File: src/rtl/fetch_queue_pkg.sv
// Shared processor definitions: fetch FSM state encoding and fetch address defaults.
package fetch_queue_pkg;

    typedef enum logic [1:0] {
        ST_BOOT  = 2'd0,
        ST_FETCH = 2'd1,
        ST_HALT  = 2'd2
    } fq_state_t;

    localparam int unsigned DEFAULT_PC_STEP  = 4;
    localparam logic [31:0] DEFAULT_RESET_PC = 32'h0000_0000;

endpackage

File: src/rtl/fetch_queue_inst_fifo.sv
// Instruction buffer: DEPTH entries of {pc, instruction}; head visible with zero latency.
// No internal backpressure; the caller guarantees no push when full. Flush beats push/pop.
module inst_fifo #(
    parameter int N     = 32,
    parameter int DEPTH = 4
) (
    input  logic                       clk,
    input  logic                       rst_n,
    input  logic                       flush,
    input  logic                       push,
    input  logic [N-1:0]               push_dat,
    input  logic [N-1:0]               push_pc,
    input  logic                       pop,
    output logic [N-1:0]               head_dat,
    output logic [N-1:0]               head_pc,
    output logic [$clog2(DEPTH):0]     count
);

    localparam int AW = $clog2(DEPTH);
    localparam int CW = AW + 1;

    typedef struct packed {
        logic [N-1:0] pc;
        logic [N-1:0] dat;
    } entry_t;

    entry_t        mem [DEPTH];
    logic [AW-1:0] wr_ptr;
    logic [AW-1:0] rd_ptr;

    // Storage is intentionally left unreset; only occupancy state is cleared.
    always_ff @(posedge clk) begin
        if (push && !flush) begin
            mem[wr_ptr] <= '{pc: push_pc, dat: push_dat};
        end
    end

    always_ff @(posedge clk or negedge rst_n) begin
        if (!rst_n) begin
            wr_ptr <= '0;
            rd_ptr <= '0;
            count  <= '0;
        end else if (flush) begin
            wr_ptr <= '0;
            rd_ptr <= '0;
            count  <= '0;
        end else begin
            if (push) wr_ptr <= wr_ptr + AW'(1);
            if (pop)  rd_ptr <= rd_ptr + AW'(1);
            case ({push, pop})
                2'b10:   count <= count + CW'(1);
                2'b01:   count <= count - CW'(1);
                default: count <= count;
            endcase
        end
    end

    assign head_dat = mem[rd_ptr].dat;
    assign head_pc  = mem[rd_ptr].pc;

endmodule

File: src/rtl/fetch_queue.sv
// Instruction fetch front end: issues reads, buffers responses (1-cycle memory latency).
// Requests are credit-limited by buffer occupancy plus in-flight read; redirect flushes.
module fetch_queue
    import fetch_queue_pkg::*;
#(
    parameter int          N        = 32,
    parameter int          DEPTH    = 4,
    parameter logic [N-1:0] RESET_PC = N'(DEFAULT_RESET_PC),
    parameter int unsigned PC_STEP  = DEFAULT_PC_STEP
) (
    input  logic                   CLK,
    input  logic                   RST,
    input  logic                   halt_i,
    input  logic                   redirect_i,
    input  logic [N-1:0]           redirect_pc_i,
    output logic                   mem_req_o,
    output logic [N-1:0]           mem_addr_o,
    input  logic [N-1:0]           mem_data_i,
    output logic                   inst_valid_o,
    input  logic                   inst_ready_i,
    output logic [N-1:0]           inst_o,
    output logic [N-1:0]           inst_pc_o,
    output logic [$clog2(DEPTH):0] count_o
);

    localparam int CW = $clog2(DEPTH) + 1;

    fq_state_t      state;
    fq_state_t      state_nxt;
    logic [N-1:0]   fetch_pc;
    logic [N-1:0]   issued_pc;
    logic           inflight;
    logic [CW:0]    occupancy;
    logic           credit_ok;
    logic           push;
    logic           pop;

    always_ff @(posedge CLK or negedge RST) begin
        if (!RST) state <= ST_BOOT;
        else      state <= state_nxt;
    end

    // Redirect deliberately has no effect on the state; it only steers the PC.
    always_comb begin
        state_nxt = state;
        case (state)
            ST_BOOT:  state_nxt = ST_FETCH;
            ST_FETCH: if (halt_i)  state_nxt = ST_HALT;
            ST_HALT:  if (!halt_i) state_nxt = ST_FETCH;
            default:  state_nxt = ST_BOOT;
        endcase
    end

    // An in-flight read already owns a slot, so it counts against the credit.
    assign occupancy = {1'b0, count_o} + (CW + 1)'(inflight);
    assign credit_ok = occupancy < (CW + 1)'(DEPTH);
    assign mem_req_o = (state == ST_FETCH) && !redirect_i && credit_ok;
    assign mem_addr_o = fetch_pc;

    assign inst_valid_o = (count_o != '0);
    assign push = inflight && !redirect_i;
    assign pop  = inst_valid_o && inst_ready_i && !redirect_i;

    always_ff @(posedge CLK or negedge RST) begin
        if (!RST) begin
            fetch_pc  <= RESET_PC;
            issued_pc <= '0;
            inflight  <= 1'b0;
        end else begin
            inflight <= mem_req_o;
            if (mem_req_o) issued_pc <= fetch_pc;
            if (redirect_i)     fetch_pc <= redirect_pc_i;
            else if (mem_req_o) fetch_pc <= fetch_pc + N'(PC_STEP);
        end
    end

    inst_fifo #(
        .N     (N),
        .DEPTH (DEPTH)
    ) u_inst_fifo (
        .clk      (CLK),
        .rst_n    (RST),
        .flush    (redirect_i),
        .push     (push),
        .push_dat (mem_data_i),
        .push_pc  (issued_pc),
        .pop      (pop),
        .head_dat (inst_o),
        .head_pc  (inst_pc_o),
        .count    (count_o)
    );

endmodule

File: config.mk
export PLATFORM = sky130hd
export DESIGN_NAME = fetch_queue
export DESIGN_NICKNAME = d
export VERILOG_FILES = /design/src/rtl/fetch_queue_pkg.sv /design/src/rtl/fetch_queue_inst_fifo.sv /design/src/rtl/fetch_queue.sv
export SDC_FILE = /design/constraint.sdc
export NUM_CORES = 1
export LEC_CHECK = 0
export ABC_AREA = 1
export BUFFER_PORTS_ARGS = -buffer_cell sky130_fd_sc_hd__buf_2
export CORE_ASPECT_RATIO = 1.4
export CORE_MARGIN = 2
export CORE_UTILIZATION = 50
export DETAILED_ROUTE_END_ITERATION = 10
export PLACE_DENSITY = 0.8
export REMOVE_ABC_BUFFERS = 1
export SYNTH_ARGS = -nofsm -noshare
export SYNTH_HDL_FRONTEND = slang
export SYNTH_SLANG_ARGS = --single-unit
File: constraint.sdc
create_clock -name CLK -period 4.6 [get_ports CLK]
set_input_delay 0.69 -clock CLK [delete_from_list [all_inputs] [get_ports CLK]]
set_output_delay 0.69 -clock CLK [all_outputs]
set_load 0.03 [all_outputs]
# == Word-level counts from Yosys, hierarchy flattened ==
# Memory sizes are Yosys's and may differ from the RTL's.
# Cells that the tools add are included.
# classes
mux,13
n_reduce_logical,14
eq_ne,6
n_lt_le_gt_ge,1
addsub,6
# ops
operator,count
32-bit two-way mux,2
"32-bit by 3-bit adder with 32-bit output, second input constant",1
2-bit two-way mux,6
1-bit logical AND,6
2-bit one-hot mux with 3 select lines,1
3-bit one-hot mux with 2 select lines,1
2-bit nonzero test,3
3-bit nonzero test,2
"2-bit by 1-bit adder with 2-bit output, second input constant",2
3-bit by 1-bit adder with 4-bit output,1
"2-bit by 1-bit == test with 1-bit output, second input constant",2
"2-bit == test, second input constant",2
"4-bit by 3-bit < comparator with 1-bit output, second input constant",1
"2-bit != test, second input constant",2
"3-bit by 1-bit adder with 3-bit output, second input constant",1
3-bit two-way mux,1
"3-bit by 1-bit subtractor with 3-bit output, second input constant",1
2-bit logical NOT,1
1-bit two-way mux,2
2-bit AND reduction,1
1-bit logical NOT,1
# totals
elab_cells,48
n_memories,1
inputBits,69
out_inout_bits,101
mem_bits_rw,256
register_bits,74
# memory_table
memory,words,width,read_ports,rd_clocked_by_memory_dff,wr,line,rtl
u_inst_fifo.mem,4,64,1,0,1,fetch_queue_inst_fifo.sv:27,entry_t mem [DEPTH];

# == Logic depth before layout (Yosys ltp) ==
# Gate-level depths: netlist (run 1).
# depth
depth_word,6
mapped_depth,9
ltp_nobuf,9

# == Hierarchy ==
# From an unflattened synthesis (run 1), not the netlist that was laid out.
# unflattened
cells_unflattened,1214
area_unflattened_um2,13656.8
# by_module_without_submodules
mod,area_each_um2,seq_area_each_um2,cells_per_inst,instances
inst_fifo,9920.8,7862.5,679,1
fetch_queue,3736.1,1676.6,535,1

# == Worst setup path after synthesis (run 1) ==
# No wires, ideal clock.
# synth_path
path_kind,input to register
startpoint,in redirect_i
endpoint,mem u_inst_fifo.mem[0][0] (netlist bit) (enable)
n_path_buf,1
path_slack_ns,0.294
arrival_time_ns,3.820
path_stages,4
t_required_ns,4.114
cell_sequence,inv_1 -> buf_2 -> nand2_1 -> nor2_1
# synth_via
elab_chain_len,5
# synth_lines
item,line,rtl
"start, declared",fetch_queue.sv:14,"input logic redirect_i,"
1-bit logical NOT (*),"fetch_queue_inst_fifo.sv:33, fetch_queue.sv:61",
1-bit logical AND,fetch_queue.sv:61,assign push = inflight && !redirect_i;
1-bit logical AND (*),fetch_queue_inst_fifo.sv:33,if (push && !flush) begin
1-bit two-way mux (*),fetch_queue_inst_fifo.sv:33,
1-bit two-way mux (not written as such) (*),fetch_queue_inst_fifo.sv:34,"mem[wr_ptr] <= '{pc: push_pc, dat: push_dat};"
"end, declared",fetch_queue_inst_fifo.sv:27,
# Every way passes the cells marked *; elsewhere a longest branch is shown, timed or not.

# == Worst setup path in the final report (run 1) ==
# layout_path
startpoint,reg u_inst_fifo.rd_ptr[0]
endpoint,out inst_pc_o[29]
# layout_via
elab_chain_len,1
# layout_lines
item,line,rtl
"start, declared",fetch_queue_inst_fifo.sv:29,logic [AW-1:0] rd_ptr;
"start signal, assigned",fetch_queue_inst_fifo.sv:49,if (pop) rd_ptr <= rd_ptr + AW'(1);
memory 4 x 64 bit,--,
"end, declared",fetch_queue.sv:22,"output logic [N-1:0] inst_pc_o,"
# Every way passes these cells.

==> results.md, run 1 <==
* I/O pin count at 170
* Antenna violations before repair at 2
* # hold bufs at CTS at 0
* Crit Path Max Fanout at 54
* Die width at 143 um
* Worst EP required at 3.91 ns
* Crit path kind: reg -> out
* Crit share post-route at 0.786
* Ranking of synthesized cells by area: edfxtp_1 (57%), dfrtp_1 (14%), o21ai_0 (6.0%)
* Root Buffer: clkbuf_16
* Yosys top cell by area: edfxtp_1
* CTS tree: done
* Final WS setup at 0.982 ns
* Final Skew at 0.0140 ns
* Largest net degree at the start of global routing at 82
* Commonest non-fill, non-tap cell in the layout: edfxtp_1
* Vias in the first global route at 8958
* Clk sinks at 330
* Worst path cell trace: clkinv_2 -> buf_4 -> o21ai_0 -> o22ai_1 -> buf_2
* Yosys reg bits at 330
* Fin nets at 1399
* Wire per inst at 17.4 um
* Max frequency at 0.276 GHz
* DRC viols at 0
* Reg-to-reg slack, setup at 2.23 ns
* Clk_lat worst skew at 0.54 ns
* Mean Syn Cell Area at 11.5 sq um
* Critical-path cell with the highest stage delay: dfrtp_4
* Post-synthesis cell count at 1173
* Fin Setup TNS at 0 ns
* Final Hold Viols at 0
* Post-CTS Setup Repair Bufs at 0
* All-Layer GR Usage at 0.209
* Multi-input logic area at 0.00343 sq mm
* Clk buf depth at 3
* Area grow syn2layout at 15.2%
* Sequential share of the synthesized area at 0.706
* Vias at 9287
* Min-Delay Path Class: in -> async
* Filler cells at 2127
* Critical R2R Capture: u_inst_fifo.rd_ptr[1]$_DFFE_PN0P_
* Gpl congestion at 0.876
* Reg area at 0.00954 sq mm
* DR pass1 iterations at 5
* Most frequent cells in the layout: edfxtp_1 (256), nor2_1 (179), buf_2 (168)
* Die height at 198 um
* Crit-path max cell delay at 0.69 ns
* PostCTS Resize Cnt at 0
* H-tree levels at 1
* CTS Buf Count at 29
* Hold WS at 0.297 ns
* DP HPWL at 18.4 mm
* Synth unique cells at 34
* Layout Cells excl Fill at 1714
* Die ar. at 0.0284 sq mm
* Slew Limit Headroom at 0.244
* R2R Path Start: u_inst_fifo.rd_ptr[0]$_DFFE_PN0P_
* Starting Density at 0.505
* GRT overflow at 0
* LEAKAGE at 6.03 nW
* Yosys top cell area share at 0.569
* Tmin final at 3.62 ns
* Crit path buffers/inverters at 3
* Element type at the critical path end: output pin
* Core Box Area at 0.0267 sq mm
* Final setup violation count at 0
* Slew @ Worst Pin at 1.13 ns
* Pwr Density at 527 mW/mm^2
* Global-route wire length before repair at 46.5 mm
* Crit start category: register
* Crit path arrival time at 2.93 ns
* Slew Limit Fails at 0
* Status: finished, final reports clean
* Syn. warnings at 0
* Netlist Area Pre-Place at 0.0135 sq mm
* Via density at 5.42
* Input/output buffers at 169
* Crit path max-delay family: buffers and inverters
* Cells after DPL at 1658
* Fraction of layout cells with a size suffix above 1 at 0.192
* Final WL at 29.9 mm
* Reg clk slew, reported paths at 0.06 ns
* Peak VDD IR at 0.365 mV
* RSZ-0062 raised after global routing: false
* Place WS at 1.56 ns
* Row cnt at 71
* Max Cap Viol at 0
* Cells on worst reg2reg path at 5
* Post-DRT Antenna Nets at 0
* Iter 0 DRT Violations at 571
## cells by family (layout without fill, tap and decap cells)
logic type / Yosys count / count (layout) / synth area share
simple gates: 442 / 442 / 0.139
flops: 330 / 330 / 0.706
fa+ha+maj: 6 / 6 / 0.00611
compound gates: 257 / 257 / 0.103
other cells: 0 / 2 / 0
xor+xnor: 5 / 5 / 0.00324
buf+inv: 133 / 307 / 0.0423
## synth_stat cells
| cell | number |
|---|---|
| inv_2 | 2 |
| buf_4 | 5 |
| buf_6 | 3 |
| o21ai_1 | 21 |
| nor2_2 | 6 |
| nand3b_1 | 2 |
| a21oi_1 | 2 |
| fa_1 | 1 |
| nor3_1 | 2 |
| buf_1 | 2 |
| a21oi_2 | 1 |
| nand2_2 | 7 |
| or2_2 | 1 |
| nand4_1 | 6 |
| nand3_2 | 2 |
| dfrtp_1 | 74 |
| edfxtp_1 | 256 |
| nor2_1 | 183 |
| clkbuf_1 | 25 |
| nand3_1 | 59 |
| nor2_4 | 6 |
| ha_1 | 5 |
| nand3_4 | 1 |
| and3_1 | 1 |
| o22ai_1 | 64 |
| buf_2 | 22 |
| o211ai_1 | 6 |
| inv_1 | 71 |
| o21ai_0 | 163 |
| xnor2_1 | 1 |
| clkbuf_2 | 3 |
| nand2_1 | 165 |
| xor2_1 | 4 |
| nor2_8 | 1 |
## sequential cells by signal, indices dropped and copies added, names as in the netlist
register            count
u_inst_fifo.mem       256
issued_pc              32
mem_addr_o             32
u_inst_fifo.count       3
state                   2
u_inst_fifo.rd_ptr      2
u_inst_fifo.wr_ptr      2
inflight                1
## layout make-up
cell class	count	share of cell area
Tap cell	365	0.0294
Clock inverter	13	0.00667
Antenna cell	2	0.000322
Inverter	73	0.0177
Clock buffer	41	0.0521
Sequential cell	330	0.613
Multi-Input combinational cell	710	0.221
Timing Repair Buffer	180	0.0598
## layer usage
metal	vias up	track usage	wire length, um
li1	4407	-	-
met1	4459	0.276	12100
met2	367	0.361	15000
met3	54	0.0224	1850
met4	0	0.0741	910
met5	-	0	0
## power by group
| group | switching [W] | internal (W) |
|---|---|---|
| logic | 0.00134 | 0.000495 |
| registers | 0.000361 | 0.00370 |
| clock network | 0.00101 | 0.00129 |
| total | 0.00272 | 0.00548 |
## through the flow
stage	cell area [sq um]	util	total power, W
floorplan	13200	-	0.00524
global placement	14600	0.547	0.00588
detailed placement	14600	0.547	0.00595
CTS	15600	0.582	0.00825
global route	15600	0.582	0.00859
finish	15600	0.582	0.00820
## how the worst max path moves through the flow
| stage | startpoint | end | cells past startpoint |
|---|---|---|---|
| global route | u_inst_fifo.rd_ptr[0]$_DFFE_PN0P_ | inst_pc_o[27] | 5 |
| global placement | u_inst_fifo.rd_ptr[0]$_DFFE_PN0P_ | inst_pc_o[29] | 5 |
| detailed placement | u_inst_fifo.rd_ptr[0]$_DFFE_PN0P_ | inst_pc_o[29] | 5 |
| finish | u_inst_fifo.rd_ptr[0]$_DFFE_PN0P_ | inst_pc_o[29] | 5 |
| CTS | u_inst_fifo.rd_ptr[0]$_DFFE_PN0P_ | inst_pc_o[29] | 5 |
| floorplan | u_inst_fifo.rd_ptr[0]$_DFFE_PN0P_ | inst_o[0] | 3 |
Power figures use the tool's default switching activity.
==> run 2, diff against run 1 <==
--- a/config.mk
+++ b/config.mk
@@ -11,7 +11,7 @@
 export CORE_MARGIN = 2
 export CORE_UTILIZATION = 50
 export DETAILED_ROUTE_END_ITERATION = 10
-export PLACE_DENSITY = 0.8
+export PLACE_DENSITY = 0.83
 export REMOVE_ABC_BUFFERS = 1
 export SYNTH_ARGS = -nofsm -noshare
 export SYNTH_HDL_FRONTEND = slang
==> constraint.sdc (replaced) <==
create_clock -name CLK -period 2.9 [get_ports CLK]
set_input_delay 0.435 -clock CLK [delete_from_list [all_inputs] [get_ports CLK]]
set_output_delay 0.435 -clock CLK [all_outputs]
set_load 0.03 [all_outputs]
==> run 2 against run 1 <==
  * Sequential share of layout area decreased by 0.98 points
  * Cell count grew 0.47%
  * Utilization increased by 0.94 points
  * Cell area rose by 1.6%
  * Sequential cell count did not move
  * Clock power is 69% higher
  * Via count increased by 1.4%
  * Highest routed layer unchanged
==> results.md, run 2 (synthesis results as in run 1) <==
* Status: finished, final reports clean
* Antenna violations before repair at 0 (-2)
* Die width at 143 um (unchanged)
* # hold bufs at CTS at 0 (unchanged)
* All-Layer GR Usage at 0.218 (+0.00887)
* H-tree levels at 1 (unchanged)
* Fin area at 0.0158 sq mm (+1.6%)
* Post-DRT Antenna Nets at 0 (unchanged)
* Clk sinks at 330 (unchanged)
* Reg clk slew, reported paths at 0.07 ns (about the same)
* Fraction of layout cells with a size suffix above 1 at 0.200 (+0.00743)
* CP startpoint: u_inst_fifo.rd_ptr[1]$_DFFE_PN0P_
* Final WL at 31.3 mm (+4.6%)
* Final Skew at 0.0109 ns (-0.00310 ns)
* Crit path buffers/inverters at 2 (-1)
* Element type at the critical path end: output pin
* Antenna Cells at 0 (-2)
* Crit path kind: reg -> out
* DRC viols at 0 (unchanged)
* Crit path arrival time at 2.35 ns (-0.58 ns)
* Starting Density at 0.505 (unchanged)
* GRT overflow at 0 (unchanged)
* Place WS at 0.653 ns (-0.903 ns)
* Vias at 9416 (+1.4%)
* LEAKAGE at 6.16 nW (+2.1%)
* Largest net degree at the start of global routing at 130 (+59%)
* Max Cap Viol at 0 (unchanged)
* Critical-path cell with the highest stage delay: buf_4
* Crit start category: register
* Worst EP required at 2.47 ns (-1.44 ns)
* RSZ-0062 raised after global routing: false
* Clk buf depth at 3 (unchanged)
* Final WS setup at 0.111 ns (-0.871 ns)
* Crit Path Max Fanout at 64 (+19%)
* Pwr Total at 0.0133 W (+62%)
* Crit-path max cell delay at 0.54 ns (-0.15 ns)
* Most frequent cells in the layout: edfxtp_1 (256), nor2_1 (179), buf_2 (168)
* Peak VDD IR at 0.473 mV (+30%)
* Via density at 5.47 (+0.92%)
* Hold WS at 0.00862 ns (-0.288 ns)
* Iter 0 DRT Violations at 938 (+64%)
* Final setup violation count at 0 (unchanged)
* Reg with most FFs: u_inst_fifo.mem
* Core Box Area at 0.0267 sq mm (unchanged)
* Row cnt at 71 (unchanged)
* Area grow syn2layout at 17.1%
* DR pass1 iterations at 5 (unchanged)
* Min-Delay Path Class: in -> async
* CTS Buf Count at 29 (unchanged)
* Crit path max-delay family: buffers and inverters
* Worst path cell trace: buf_4 -> o21ai_0 -> o22ai_1 -> buf_2
* Fin nets at 1414 (+1.1%)
* Final Hold Viols at 0 (unchanged)
* R2R Path Start: inflight$_DFF_PN0_
* Max FFs per register at 256 (unchanged)
* Root Buffer: clkbuf_16
* Clk_lat worst skew at 0.55 ns (about the same)
* I/O pin count at 170 (unchanged)
* Slew Limit Fails at 0 (unchanged)
* Slew Limit Headroom at 0.368 (+0.124)
* Max frequency at 0.359 GHz
* Wire per inst at 18.2 um (+4.2%)
* Crit share post-route at 0.962
* Vias in the first global route at 9300 (+3.8%)
* Slew @ Worst Pin at 0.948 ns (-0.186 ns)
* CTS tree: done
* Die height at 198 um (unchanged)
* Commonest non-fill, non-tap cell in the layout: edfxtp_1
* Input/output buffers at 169 (unchanged)
* Pwr Density at 842 mW/mm^2 (+60%)
* Global-route wire length before repair at 48.3 mm (+3.9%)
* DP Area at 0.0149 sq mm (+1.5%)
* Gpl congestion at 0.904 (+3.2%)
* Fin Setup TNS at 0 ns (unchanged)
* Die ar. at 0.0284 sq mm (unchanged)
* Tmin final at 2.79 ns
* DP HPWL at 19.8 mm (+7.6%)
-- run 2: per-stage QoR --
stage,instances,util
6_report,1722,0.591
5_1_grt,1722,0.591
4_1_cts,1722,0.591
3_5_place_dp,1673,0.556
3_3_place_gp,1673,0.556
2_1_floorplan,1113,-
-- run 2: per-layer routing --
| layer | global-route usage | wire length, um |
|---|---|---|
| met2 | 0.393 | 16400 |
| met3 | 0.0265 | 1670 |
| met5 | 0 | 0 |
| met4 | 0.0843 | 877 |
| met1 | 0.267 | 12300 |
-- run 2: where the power goes --
part	switching, W	internal [W]
clock network	0.00161	0.00228
registers	0.000554	0.00587
logic	0.00216	0.000840
-- run 2: area by class of cell --
class / count / area, sq um
fillers: 2072 / 10900
flip-flops and latches: 330 / 9540
multi-input cells: 710 / 3420
repair buffers: 195 / 1160
clock buffers: 38 / 800
well taps: 365 / 457
inverters: 73 / 277
clock inverters: 11 / 153
-- run 2: final timing paths --
| kind | cells past startpoint | end | slack [ns] |
|---|---|---|---|
| setup / recovery | 4 | inst_pc_o[7] | 0.11 |
| min in group CLK | 3 | mem_addr_o[2]$_DFFE_PN0P_ | 0.09 |
| setup reg to reg | 3 | u_inst_fifo.mem[0][22]$_DFFE_PP_ | 1.00 |
| hold reg to reg | 0 | u_inst_fifo.mem[3][59]$_DFFE_PP_ | 0.52 |
| max in group asynchronous | 1 | u_inst_fifo.rd_ptr[0]$_DFFE_PN0P_ | 2.15 |
| hold / removal | 1 | issued_pc[5]$_DFFE_PN0P_ | 0.009 |
-- run 2: timing repair --
action / 4_1_cts / 5_1_grt
gates resized for setup: 0 / 1
endpoints found under the setup margin: 0 / 8
buffers inserted: 0 / 0
==> run 3, diff against run 2 <==
--- a/config.mk
+++ b/config.mk
@@ -5,11 +5,11 @@
 export SDC_FILE = /design/constraint.sdc
 export NUM_CORES = 1
 export LEC_CHECK = 0
-export ABC_AREA = 1
 export BUFFER_PORTS_ARGS = -buffer_cell sky130_fd_sc_hd__buf_2
 export CORE_ASPECT_RATIO = 1.4
 export CORE_MARGIN = 2
 export CORE_UTILIZATION = 50
+export CTS_CLUSTER_SIZE = 25
 export DETAILED_ROUTE_END_ITERATION = 10
 export PLACE_DENSITY = 0.83
 export REMOVE_ABC_BUFFERS = 1
==> run 3 against run 2 <==
  * Utilization grew 0.94 points
  * Via count fell by 24%
  * Critical path type unchanged
  * Largest power group unchanged
  * First-iteration DRC count down 40%
  * Sequential share of layout area up 2.7 points
==> results.md, run 3 <==
* Status: finished, final reports clean
* Wire per inst at 20.7 um (+14%)
* Global-route wire length before repair at 40.2 mm (-17%)
* Ys async rst share at 0.224 (unchanged)
* CTS Buf Count at 30 (+3.4%)
* LEAKAGE at 5.61 nW (-8.9%)
* Slew @ Worst Pin at 1.15 ns (+0.204 ns)
* Slew Limit Fails at 0 (unchanged)
* Max FFs per register at 256 (unchanged)
* Sequential Power Share at 0.464 (-0.018)
* Sequential share of the synthesized area at 0.747 (+0.0411)
* Layout Cells excl Fill at 1263 (-27%)
* Netlist Area Pre-Place at 0.0128 sq mm (-5.5%)
* Antenna Cells at 0 (unchanged)
* Largest net degree at the start of global routing at 65 (-50%)
* H-tree levels at 1 (unchanged)
* Final WS setup at 0.188 ns (+0.0769 ns)
* Simple-gate share of the synthesized area at 0.0741 (-0.0653)
* Pwr Density at 916 mW/mm^2 (+8.8%)
* Gpl congestion at 0.813 (-10%)
* Vias in the first global route at 7303 (-21%)
* Area grow syn2layout at 18.6%
* Starting Density at 0.506 (+0.00118)
* Worst path cell trace: buf_12 -> mux4_2 -> buf_2
* Clk sinks at 330 (unchanged)
* Main flop type after synthesis: edfxtp_1
* Max Cap Viol at 0 (unchanged)
* DP HPWL at 16.4 mm (-17%)
* Element type at the critical path end: output pin
* DRC viols at 0 (unchanged)
* Adder-Cell Fraction of Synth Area at 0.00647 (+0.000356)
* Post-synthesis cell count at 733 (-38%)
* Ranking of synthesized cells by area: edfxtp_1 (60%), dfrtp_1 (15%), mux4_2 (11%)
* Crit path max-delay family: flip-flops
* Via density at 5.66 (+3.4%)
* Clk buf depth at 3 (unchanged)
* Synth Area in XOR/XNOR at 0.00549 (+0.00225)
* Most frequent cells in the layout: edfxtp_1 (256), buf_2 (168), nand2_1 (129)
* DR pass1 iterations at 5 (unchanged)
* Final Skew at 0.0119 ns (+0.000974 ns)
* I/O pin count at 170 (unchanged)
* Sw Pwr at 0.00438 W (+1.3%)
* Mean Syn Cell Area at 17.4 sq um (+51%)
* Util after Layout at 0.601 (+0.00939)
* Sw Share at 0.316 (-0.00921)
* PostCTS Resize Cnt at 0 (unchanged)
* Main combinational cell family by area after synthesis: multiplexers
* Tmin final at 2.71 ns (-0.0769 ns)
* Final WL at 26.2 mm (-16%)
* Die ar. at 0.0268 sq mm (-5.4%)
* Commonest non-fill, non-tap cell in the layout: edfxtp_1
* Mux contribution to synthesized area at 0.117 (+0.117)
* Core Box Area at 0.0252 sq mm (-5.7%)
* Vias at 7144 (-24%)
* Die height at 193 um (-2.7%)
* Slew Limit Headroom at 0.229 (-0.139)
* DP Area at 0.0141 sq mm (-4.8%)
* Synth top cells by count: edfxtp_1 (256), nand2_1 (129), dfrtp_1 (74)
* Antenna violations before repair at 0 (unchanged)
* Fin nets at 995 (-30%)
* Input/output buffers at 169 (unchanged)
* Final Hold Viols at 0 (unchanged)
* Syn. warnings at 0 (unchanged)
* Post-CTS Setup Repair Bufs at 0 (unchanged)
* Clk_lat worst skew at 0.54 ns (about the same)
* Final setup violation count at 0 (unchanged)
* Gate power share at 0.253 (+0.028)
* Crit share post-route at 0.935 (-0.0265)
* Worst EP required at 2.47 ns (about the same)
* Cells after DPL at 1206 (-28%)
* Synth unique cells at 45 (+32%)
* Number of synthesized flops with an enable pin at 256 (unchanged)
* Top-count cell post-synth: edfxtp_1
* GRT overflow at 0 (unchanged)
* Critical-path cell with the highest stage delay: dfrtp_4
* Reg clk slew, reported paths at 0.06 ns (about the same)
* Root Buffer: clkbuf_16
* Reg with most FFs: u_inst_fifo.mem
* Post-DRT Antenna Nets at 0 (unchanged)
* Fin area at 0.0151 sq mm (-4.2%)
* Compound-Gate Fraction of Synth Area at 0.0345 (-0.0680)
* RSZ-0062 raised after global routing: false
* Fraction of layout cells with a size suffix above 1 at 0.332 (+0.132)
* CTS tree: done
* All-Layer GR Usage at 0.192 (-0.0263)
* Yosys top cell by area: edfxtp_1
* Die width at 139 um (-2.7%)
* Iter 0 DRT Violations at 561 (-40%)
* Crit-path max cell delay at 0.66 ns (+0.12 ns)
* Min-Delay Path Class: in -> reg
* Yosys top cell area share at 0.602 (+0.0331)
* Crit path arrival time at 2.28 ns (-0.07 ns)
* Crit path kind: reg -> out
* Yosys reg bits at 330 (unchanged)
* Peak VDD IR at 0.512 mV (+8.3%)
* Power Internal at 0.00949 W (+5.6%)
* Max frequency at 0.369 GHz (+2.8%)
* Crit path buffers/inverters at 2 (unchanged)
* Clk pwr share at 0.283 (-0.009)
* Crit Path Max Fanout at 30 (-53%)
* Crit start category: register
* Row cnt at 69 (-2.8%)
* Place WS at 0.368 ns (-0.285 ns)
-- run 3: cell count changes after synthesis, moves of 36 or more --
cell / change
nand2_1: -36
o22ai_1: -64
mux4_2: +64
o21ai_0: -142
nor2_1: -166
inv_1: -63
-- run 3: cells by family (layout without fill, tap and decap cells) --
| kind of cell | after synthesis | after routing |
|---|---|---|
| XOR/XNOR | 8 | 8 |
| flip-flops | 330 | 330 |
| AND/OR/NAND/NOR | 211 | 211 |
| AO/OA/AOI/OAI | 65 | 65 |
| buffers and inverters | 44 | 255 |
| multiplexers | 69 | 69 |
| adder cells (fa/ha/maj) | 6 | 6 |
-- run 3: path summary, 6_finish.rpt --
check	start	to	slack (ns)	cells past startpoint
max	u_inst_fifo.rd_ptr[0]$_DFFE_PN0P_	inst_o[2]	0.19	3
min	mem_data_i[23]	u_inst_fifo.mem[0][23]$_DFFE_PP_	0.11	1
max reg2reg	inflight$_DFF_PN0_	mem_addr_o[7]$_DFFE_PN0P_	0.53	6
min reg2reg	mem_addr_o[0]$_DFFE_PN0P_	issued_pc[0]$_DFFE_PN0P_	0.51	2
max in group asynchronous	RST	mem_addr_o[29]$_DFFE_PN0P_	1.71	3
min in group asynchronous	RST	u_inst_fifo.count[2]$_DFFE_PN0P_	0.50	2
-- run 3: power groups by stage --
stage / combinational, W / sequential, W / clock, W
after floorplan: 0.00218 / 0.00669 / 0
after global placement: 0.00350 / 0.00648 / 0
after CTS: 0.00358 / 0.00644 / 0.00401
after detailed placement: 0.00356 / 0.00654 / 0
final: 0.00352 / 0.00643 / 0.00392
after global routing: 0.00376 / 0.00653 / 0.00419
-- run 3: area by class of cell --
class	count	area (sq um)
Clock buffer	42	837
Clock inverter	14	151
Fill cell	1891	10100
Inverter	9	33.8
Multi-Input combinational cell	359	3040
Sequential cell	330	9540
Tap cell	319	399
Timing Repair Buffer	190	1130
-- run 3: what timing repair did --
action | CTS | global route
endpoints found under the hold margin | 54 | 0
hold buffers | 1 | 0
setup endpoints to repair | 0 | 0
-- run 3: worst register-to-register path, cell delays in order, from the launching register on --
cell	delay, ns
dfrtp_1	0.47
and3_1	0.22
or4_4	0.42
inv_2	0.28
nor2_1	0.34
a21o_1	0.25
a221o_1	0.29
-- run 3: routing by layer --
metal	up-vias	GRT usage	part of all wire	wire length, um
li1	3231	-	-	-
met1	3607	0.238	0.39	10200
met2	245	0.351	0.53	13900
met3	61	0.0252	0.051	1340
met4	0	0.0649	0.031	811
met5	-	0	0	0
-- run 3: stage by stage --
step                      TNS [ns]  hold slack [ns]  total power [W]
after floorplan             -57.75            0.139          0.00887
after global placement           0            0.482          0.00998
after detailed placement         0            0.492           0.0101
after CTS                        0           0.0851           0.0140
after global routing             0           0.0904           0.0145
final                            0            0.112           0.0139
